<file path="src/rtl/debounce_pkg.sv">
// Shared types and helpers for the debounce/edge-detect input conditioning stage.
package debounce_pkg;

  typedef enum logic {ST_STABLE, ST_QUALIFY} deb_state_t;

  // Counter width large enough to hold values 0..n-1; never less than one bit.
  function automatic int unsigned calc_cnt_w(input int unsigned n);
    return (n <= 1) ? 1 : $clog2(n);
  endfunction

endpackage

</file>
<file path="src/rtl/sync_chain.sv">
// Multi-flop synchronizer bringing an asynchronous level into the clk domain.
module sync_chain #(
  parameter int unsigned SYNC_STAGES = 2
) (
  input  logic clk,
  input  logic reset,
  input  logic d,
  output logic q
);

  logic [SYNC_STAGES-1:0] sync_q;

  always_ff @(posedge clk) begin
    if (!reset) begin
      sync_q <= '0;
    end else begin
      sync_q <= {sync_q[SYNC_STAGES-2:0], d};
    end
  end

  assign q = sync_q[SYNC_STAGES-1];

endmodule

</file>
<file path="src/rtl/debounce_edge_sync.sv">
// Synchronizes a raw level, rejects glitches shorter than DEBOUNCE_CYCLES and
// emits a clean level plus one-cycle rise/fall pulses.
module debounce_edge_sync
  import debounce_pkg::*;
#(
  parameter int unsigned SYNC_STAGES     = 2,
  parameter int unsigned DEBOUNCE_CYCLES = 16
) (
  input  logic clk,
  input  logic reset,
  input  logic din,
  output logic q,
  output logic rise,
  output logic fall,
  output logic busy
);

  localparam int unsigned     CNT_W    = calc_cnt_w(DEBOUNCE_CYCLES + 1);
  localparam logic [CNT_W-1:0] CNT_ONE  = CNT_W'(1);
  localparam logic [CNT_W-1:0] CNT_LAST = CNT_W'(DEBOUNCE_CYCLES - 1);

  logic             s;
  deb_state_t       state_q, state_d;
  logic [CNT_W-1:0] cnt_q, cnt_d;
  logic             q_q, q_d;
  logic             rise_q, rise_d;
  logic             fall_q, fall_d;

  sync_chain #(
    .SYNC_STAGES(SYNC_STAGES)
  ) u_sync (
    .clk  (clk),
    .reset(reset),
    .d    (din),
    .q    (s)
  );

  always_ff @(posedge clk) begin
    if (!reset) begin
      state_q <= ST_STABLE;
      cnt_q   <= '0;
      q_q     <= 1'b0;
      rise_q  <= 1'b0;
      fall_q  <= 1'b0;
    end else begin
      state_q <= state_d;
      cnt_q   <= cnt_d;
      q_q     <= q_d;
      rise_q  <= rise_d;
      fall_q  <= fall_d;
    end
  end

  // Qualification FSM; pulses are asserted on the same edge that updates q.
  always_comb begin
    state_d = state_q;
    cnt_d   = cnt_q;
    q_d     = q_q;
    rise_d  = 1'b0;
    fall_d  = 1'b0;
    case (state_q)
      ST_STABLE: begin
        cnt_d = '0;
        if (s != q_q) begin
          // A one-cycle window accepts immediately without visiting QUALIFY.
          if (DEBOUNCE_CYCLES == 1) begin
            q_d    = s;
            rise_d = s;
            fall_d = !s;
          end else begin
            state_d = ST_QUALIFY;
            cnt_d   = CNT_ONE;
          end
        end
      end
      ST_QUALIFY: begin
        if (s == q_q) begin
          state_d = ST_STABLE;
          cnt_d   = '0;
        end else if (cnt_q == CNT_LAST) begin
          state_d = ST_STABLE;
          cnt_d   = '0;
          q_d     = s;
          rise_d  = s;
          fall_d  = !s;
        end else begin
          cnt_d = cnt_q + CNT_ONE;
        end
      end
    endcase
  end

  assign q    = q_q;
  assign rise = rise_q;
  assign fall = fall_q;
  assign busy = (state_q == ST_QUALIFY);

endmodule

</file>
<file path="config.mk">
export PLATFORM = sky130hd
export DESIGN_NAME = debounce_edge_sync
export DESIGN_NICKNAME = d
export VERILOG_FILES = /design/src/rtl/debounce_pkg.sv /design/src/rtl/sync_chain.sv /design/src/rtl/debounce_edge_sync.sv
export SDC_FILE = /design/constraint.sdc
export NUM_CORES = 1
export LEC_CHECK = 0
export BUFFER_PORTS_ARGS = -buffer_cell sky130_fd_sc_hd__buf_4
export CAP_MARGIN = 10
export CORE_AREA = 4 4 41 43
export DETAILED_ROUTE_END_ITERATION = 8
export DIE_AREA = 0 0 45 47
export PLACE_DENSITY_LB_ADDON = 0.3
export RECOVER_POWER = 100
export SLEW_MARGIN = 10
export SYNTH_ARGS = -nofsm -noshare
export SYNTH_HDL_FRONTEND = slang
export SYNTH_SLANG_ARGS = --single-unit
</file>
<file path="constraint.sdc">
create_clock -name clk -period 1.6 [get_ports clk]
set_input_delay 0.32 -clock clk [delete_from_list [all_inputs] [get_ports clk]]
set_output_delay 0.32 -clock clk [all_outputs]
set_load 0.005 [all_outputs]
</file>
==> results of run 1 <==
[registers in the layout (all words and copies together), names as in the netlist]
signal,count
cnt_q,5
busy,1
q,1
fall,1
u_sync.sync_q,2
rise,1
[kinds of logic after synthesis]
logic type / Yosys count
XOR/XNOR: 3
flip-flops: 11
buffers and inverters: 2
AO/OA/AOI/OAI: 3
AND/OR/NAND/NOR: 17
adder cells (fa/ha/maj): 3
[report_power, final]
part / total, W / internal, W / switching, W
clock network: 0.000179 / 0.0000962 / 0.0000831
logic: 0.0000104 / 0.00000585 / 0.00000452
registers: 0.000280 / 0.000277 / 0.00000295
total: 0.000470 / 0.000379 / 0.0000905
[cells in the final DEF (no fill, tap or decap), drive strengths merged]
cell / synthesis / routed
xor2: 2 / 2
nand2: 3 / 3
xnor2: 1 / 1
buf: 0 / 1
nor2: 4 / 4
nand4b: 1 / 1
clkbuf: 0 / 9
and2: 2 / 2
inv: 2 / 2
ha: 3 / 3
and3: 2 / 2
o21ai: 1 / 1
dfxtp: 11 / 11
nor3b: 2 / 2
nand3: 3 / 3
a21oi: 1 / 1
a21boi: 1 / 1
[per-stage QoR]
step,setup WS (ns),power (W)
2_1_floorplan,0.347,0.000291
3_3_place_gp,0.257,0.000298
3_5_place_dp,0.202,0.000298
4_1_cts,0.183,0.000476
5_1_grt,0.0703,0.000485
6_report,0.199,0.000470
[cells in the mapped netlist, types with 2 or more instances]
cell      n
and2_1    2
dfxtp_1  11
ha_1      3
inv_1     2
nand2_1   3
nand3_1   3
nor2_1    4
nor3b_1   2
xor2_1    2
[how the worst min path moves through the flow]
stage,startpoint,to,slack (ns)
finish,din,u_sync.sync_q[0],0.27
floorplan,u_sync.sync_q[0],u_sync.sync_q[1],0.41
detailed placement,u_sync.sync_q[0],u_sync.sync_q[1],0.42
global placement,u_sync.sync_q[0],u_sync.sync_q[1],0.42
CTS,din,u_sync.sync_q[0],0.27
global route,din,u_sync.sync_q[0],0.30
[area by class of cell]
class / count / area, um^2
Inverter: 2 / 7.51
Multi-Input combinational cell: 26 / 173
Sequential cell: 11 / 220
Fill cell: 145 / 818
Clock buffer: 4 / 26.3
Tap cell: 15 / 18.8
Timing Repair Buffer: 6 / 37.5
[per-layer routing]
metal / global-route usage (%) / share of wire (%)
met1: 9.51 / 60
met2: 7.34 / 35
met3: 2.30 / 3.4
met4: 7.02 / 1.5
met5: 0 / 0
[worst max-delay path, stage by stage, from the launching register on]
cell and delay (ns):
dfxtp_1 0.32, ha_1 0.22, and3_1 0.18, ha_1 0.21, nand4b_1 0.27, nor2_1 0.14
==> flow_summary.toml, run 1 <==
[global_route]
overflow = 0
grt_pass1_wl_um = 972
grt_pass1_vias = 223
antenna_found_initial = 0
grt_max_degree = 8
grt_use_total_pct = 6.76

[route]
wl_um = 587
initialDrtViolationCount = 1
wl_per_cell_um = 9.17
postRouteAntennaNets = 0
drc = 0
vias = 274
via_per_inst = 4.28
firstDrtPassIters = 2

[setup_path]
critical_path_class = "reg2reg"
cp.required_ns = 1.79
worstPathArrival_ns = 1.60
rr_startpoint = "cnt_q[0]"
crit_path_end = "cnt_q[2]"
endpoint_kind = "flip-flop"
r2r_end = "cnt_q[2]"
start_kind = "flip-flop"
worstPathMaxFanout = 4
r2r_slack_ns = 0.20
reg2regPathDepth = 5
critPathLaunch = "cnt_q[0]"

[yosys]
yosys_most_used_dff = "dfxtp_1"
synth_top_family_by_area = "simple AND/OR/NAND/NOR gates"
synth-xor-area-share_pct = 6.56
synth.area.top_cells = "dfxtp_1, ha_1, xor2_1"
synth_edf_count = 0
yosysSeqAreaShare_pct = 55.0
synthSimpleGateAreaFrac_pct = 22.8
synth_compound_area_share_pct = 4.38
syn_inst = 39
yosysUniqueCellTypes = 16
avgSynthCellArea_um2 = 10.3
netlist_area_um2 = 400
muxShareOfSynthArea_pct = 0
synth_fa_ha_area_share_pct = 9.38
netlist.area_leader.share_pct = 55.0
synth-seq-cells = 11
async_flop_share_pct = 0
syn_nets = 45
yosysWarnings = 0
synth_area_leader_cell = "dfxtp_1"

[placement]
gp_congestion = 0.752
placedInstanceArea_um2 = 464
port-buffer-count = 6
hpwl_um = 445
dp.cells = 60

[clock_network]
cts_buffers = 3
numClockSinks = 11
cts_setup_buffers = 0
ctsResizeCount = 0
clkTransAtPathRegs_ns = 0.07
cts_tree = "built"
clk_latency_ns = 0.26
cts_hold_buf = 0
clk_path_buf_depth = 2
htreeDepth = 1
cts-root-buf = "clkbuf_4"

[floorplanning]
initial_core_util_pct = 30.8
io_pins = 7
num_rows = 13
die_x_um = 45
die-area_um2 = 2120
die_h_um = 47
coreArea_um2 = 1300

[sta]
hold_slack_ns = 0.269
setup_viol = 0
rsz0062_at_grt = "false"
timing.final.max_slew_violations = 0
slew_headroom_pct = 84.3
period_minus_slack_ns = 1.40
post-route-period-util_pct = 87.6
finalHoldViolCount = 0
tightestPinTransition_ns = 0.235
fin_skew_ns = 0.00261
final.setup.tns_ns = 0
fmax_mhz = 714

[power]
leakage_nw = 0.190
peakVddDrop_mv = 0.541
p_per_area_nw_per_um2 = 973

[status]
status = "complete, no violations"

[worst_hold_path]
hold_path_depth = 2
hold_path_class = "in2reg"

[final_layout]
stdcell_count = 64
stdcell_area_um2 = 483
finish.utilization_pct = 37.1
diodes = 0
syn_to_final_growth_pct = 20.6
final_layout_size_suffix_gt1_share_pct = 16.3
nets = 56

[job]
maxCapViolations = 0
No activity file was read; power rests on OpenSTA's default activity.
==> run 2: changes to the inputs <==
--- a/config.mk
+++ b/config.mk
@@ -10,8 +10,9 @@
 export CORE_AREA = 4 4 41 43
 export DETAILED_ROUTE_END_ITERATION = 8
 export DIE_AREA = 0 0 45 47
-export PLACE_DENSITY_LB_ADDON = 0.3
+export PLACE_DENSITY = 0.53
 export RECOVER_POWER = 100
+export REMOVE_ABC_BUFFERS = 1
 export SLEW_MARGIN = 10
 export SYNTH_ARGS = -nofsm -noshare
 export SYNTH_HDL_FRONTEND = slang
==> flow_summary.toml, run 2 (synthesis results as in run 1) <==
[power]
switching_share_pct = 20.2
power.internal_w = 0.000380
p_comb_share_pct = 2.1
clkPwrFrac_pct = 38.9
p_per_area_nw_per_um2 = 977
leakage_nw = 0.194
pwr-share-seq_pct = 58.9
peakVddDrop_mv = 0.485
p_switching_w = 0.0000959

[setup_path]
cpMostUsedCell = "ha_1"
worstPathMaxFanout = 4
critPathBufInv = 0
cp_cell_sequence = "ha_1 -> and3_1 -> ha_1 -> nand4b_1 -> nor2_1"
critPathLaunch = "cnt_q[0]"
critical_path_class = "reg2reg"
start_kind = "flip-flop"
rr_startpoint = "cnt_q[0]"
reg2regPathDepth = 5
cp.required_ns = 1.80
critical-path-top-delay-family = "simple AND/OR/NAND/NOR gates"
cpMaxStageDelayCell = "dfxtp_1"
endpoint_kind = "flip-flop"
slowest_delay_ns = 0.33
path_depth = 5
worstPathArrival_ns = 1.60

[placement]
port-buffer-count = 6
hpwl_um = 449
gp_congestion = 0.625

[floorplanning]
die_x_um = 45
coreArea_um2 = 1300
die-area_um2 = 2120
num_rows = 13
io_pins = 7
die_h_um = 47
initial_core_util_pct = 30.8

[sta]
timing.final.max_slew_violations = 0
setup_viol = 0
rsz0062_at_grt = "false"
period_minus_slack_ns = 1.40
slew_headroom_pct = 85.7
tightestPinTransition_ns = 0.214
hold_slack_ns = 0.263
fmax_mhz = 716
finalHoldViolCount = 0
post-route-period-util_pct = 87.3
final.setup.tns_ns = 0
fin_skew_ns = 0.00374

[clock_network]
clkTransAtPathRegs_ns = 0.07
numClockSinks = 11
clk_path_buf_depth = 2
htreeDepth = 1
cts_buffers = 3
cts-root-buf = "clkbuf_4"
ctsResizeCount = 0
cts_hold_buf = 0
clk_latency_ns = 0.27
cts_tree = "built"
cts_setup_buffers = 0

[route]
drc = 0
initialDrtViolationCount = 0
wl_um = 583
via_per_inst = 4.45
wl_per_cell_um = 9.11
vias = 285
firstDrtPassIters = 1
postRouteAntennaNets = 0

[final_layout]
final_layout_size_suffix_gt1_share_pct = 18.4
fillers = 144
nets = 56
syn_to_final_growth_pct = 21.6
final_cell_mix = "dfxtp_1, clkbuf_4, nor2_1"
diodes = 0
top_regs = "cnt_q x5, u_sync.sync_q x2"
final_common_cell = "dfxtp_1"
largest_reg_flops = 5
regMostFlops = "cnt_q"

[job]
maxCapViolations = 0

[worst_hold_path]
min_from = "din"
hold_path_depth = 2
hold_path_class = "in2reg"

[global_route]
grt_pass1_wl_um = 966
overflow = 0
grt_use_total_pct = 7.46
grt_max_degree = 8
grt_pass1_vias = 242
antenna_found_initial = 0

[status]
status = "complete, no violations"
==> run 2: area by class of cell <==
type	instances	area [um^2]	area share, %
sequential	11	220	45.2
multi-input combinational	26	173	35.5
tap	15	18.8	3.86
clock buffer	4	26.3	5.40
inverter	2	7.51	1.54
timing repair buffer	6	41.3	8.48
==> run 2: per-stage QoR <==
| stage | worst slack [ns] | utilization, % | cells | cell area (um^2) | total power, W |
|---|---|---|---|---|---|
| 2_1_floorplan | 0.347 | - | 39 | 400 | 0.000291 |
| 3_3_place_gp | 0.188 | 35.7 | 60 | 464 | 0.000298 |
| 3_5_place_dp | 0.211 | 35.7 | 60 | 464 | 0.000298 |
| 4_1_cts | 0.193 | 37.7 | 64 | 490 | 0.000486 |
| 5_1_grt | 0.0647 | 37.4 | 64 | 487 | 0.000509 |
| 6_report | 0.204 | 37.4 | 64 | 487 | 0.000476 |
==> run 2: final timing paths <==
path                      endpoint  slack (ns)
setup reg to reg          cnt_q[3]        0.20
hold / removal    u_sync.sync_q[0]        0.26
setup / recovery          cnt_q[3]        0.20
hold reg to reg   u_sync.sync_q[1]        0.43
==> run 2: worst register-to-register path: stages, from the launching register on <==
cell and delay [ns]:
dfxtp_1 0.33, ha_1 0.22, and3_1 0.17, ha_1 0.20
nand4b_1 0.27, nor2_1 0.15
==> run 2: power groups by stage <==
stage / sequential (W) / combinational [W] / clock (W)
after floorplan: 0.000286 / 0.00000455 / 0
after global placement: 0.000287 / 0.0000114 / 0
after detailed placement: 0.000287 / 0.0000114 / 0
after CTS: 0.000280 / 0.0000115 / 0.000194
after global routing: 0.000281 / 0.0000118 / 0.000216
final: 0.000280 / 0.0000101 / 0.000185
==> run 2: routing by layer <==
metal | share of wire, % | vias to the layer above | global-route usage, %
met2 | 45 | 7 | 10.7
met5 | 0 | - | 0
met4 | 3.3 | 0 | 7.02
li1 | - | 149 | -
met3 | 10 | 5 | 7.28
met1 | 41 | 124 | 5.76
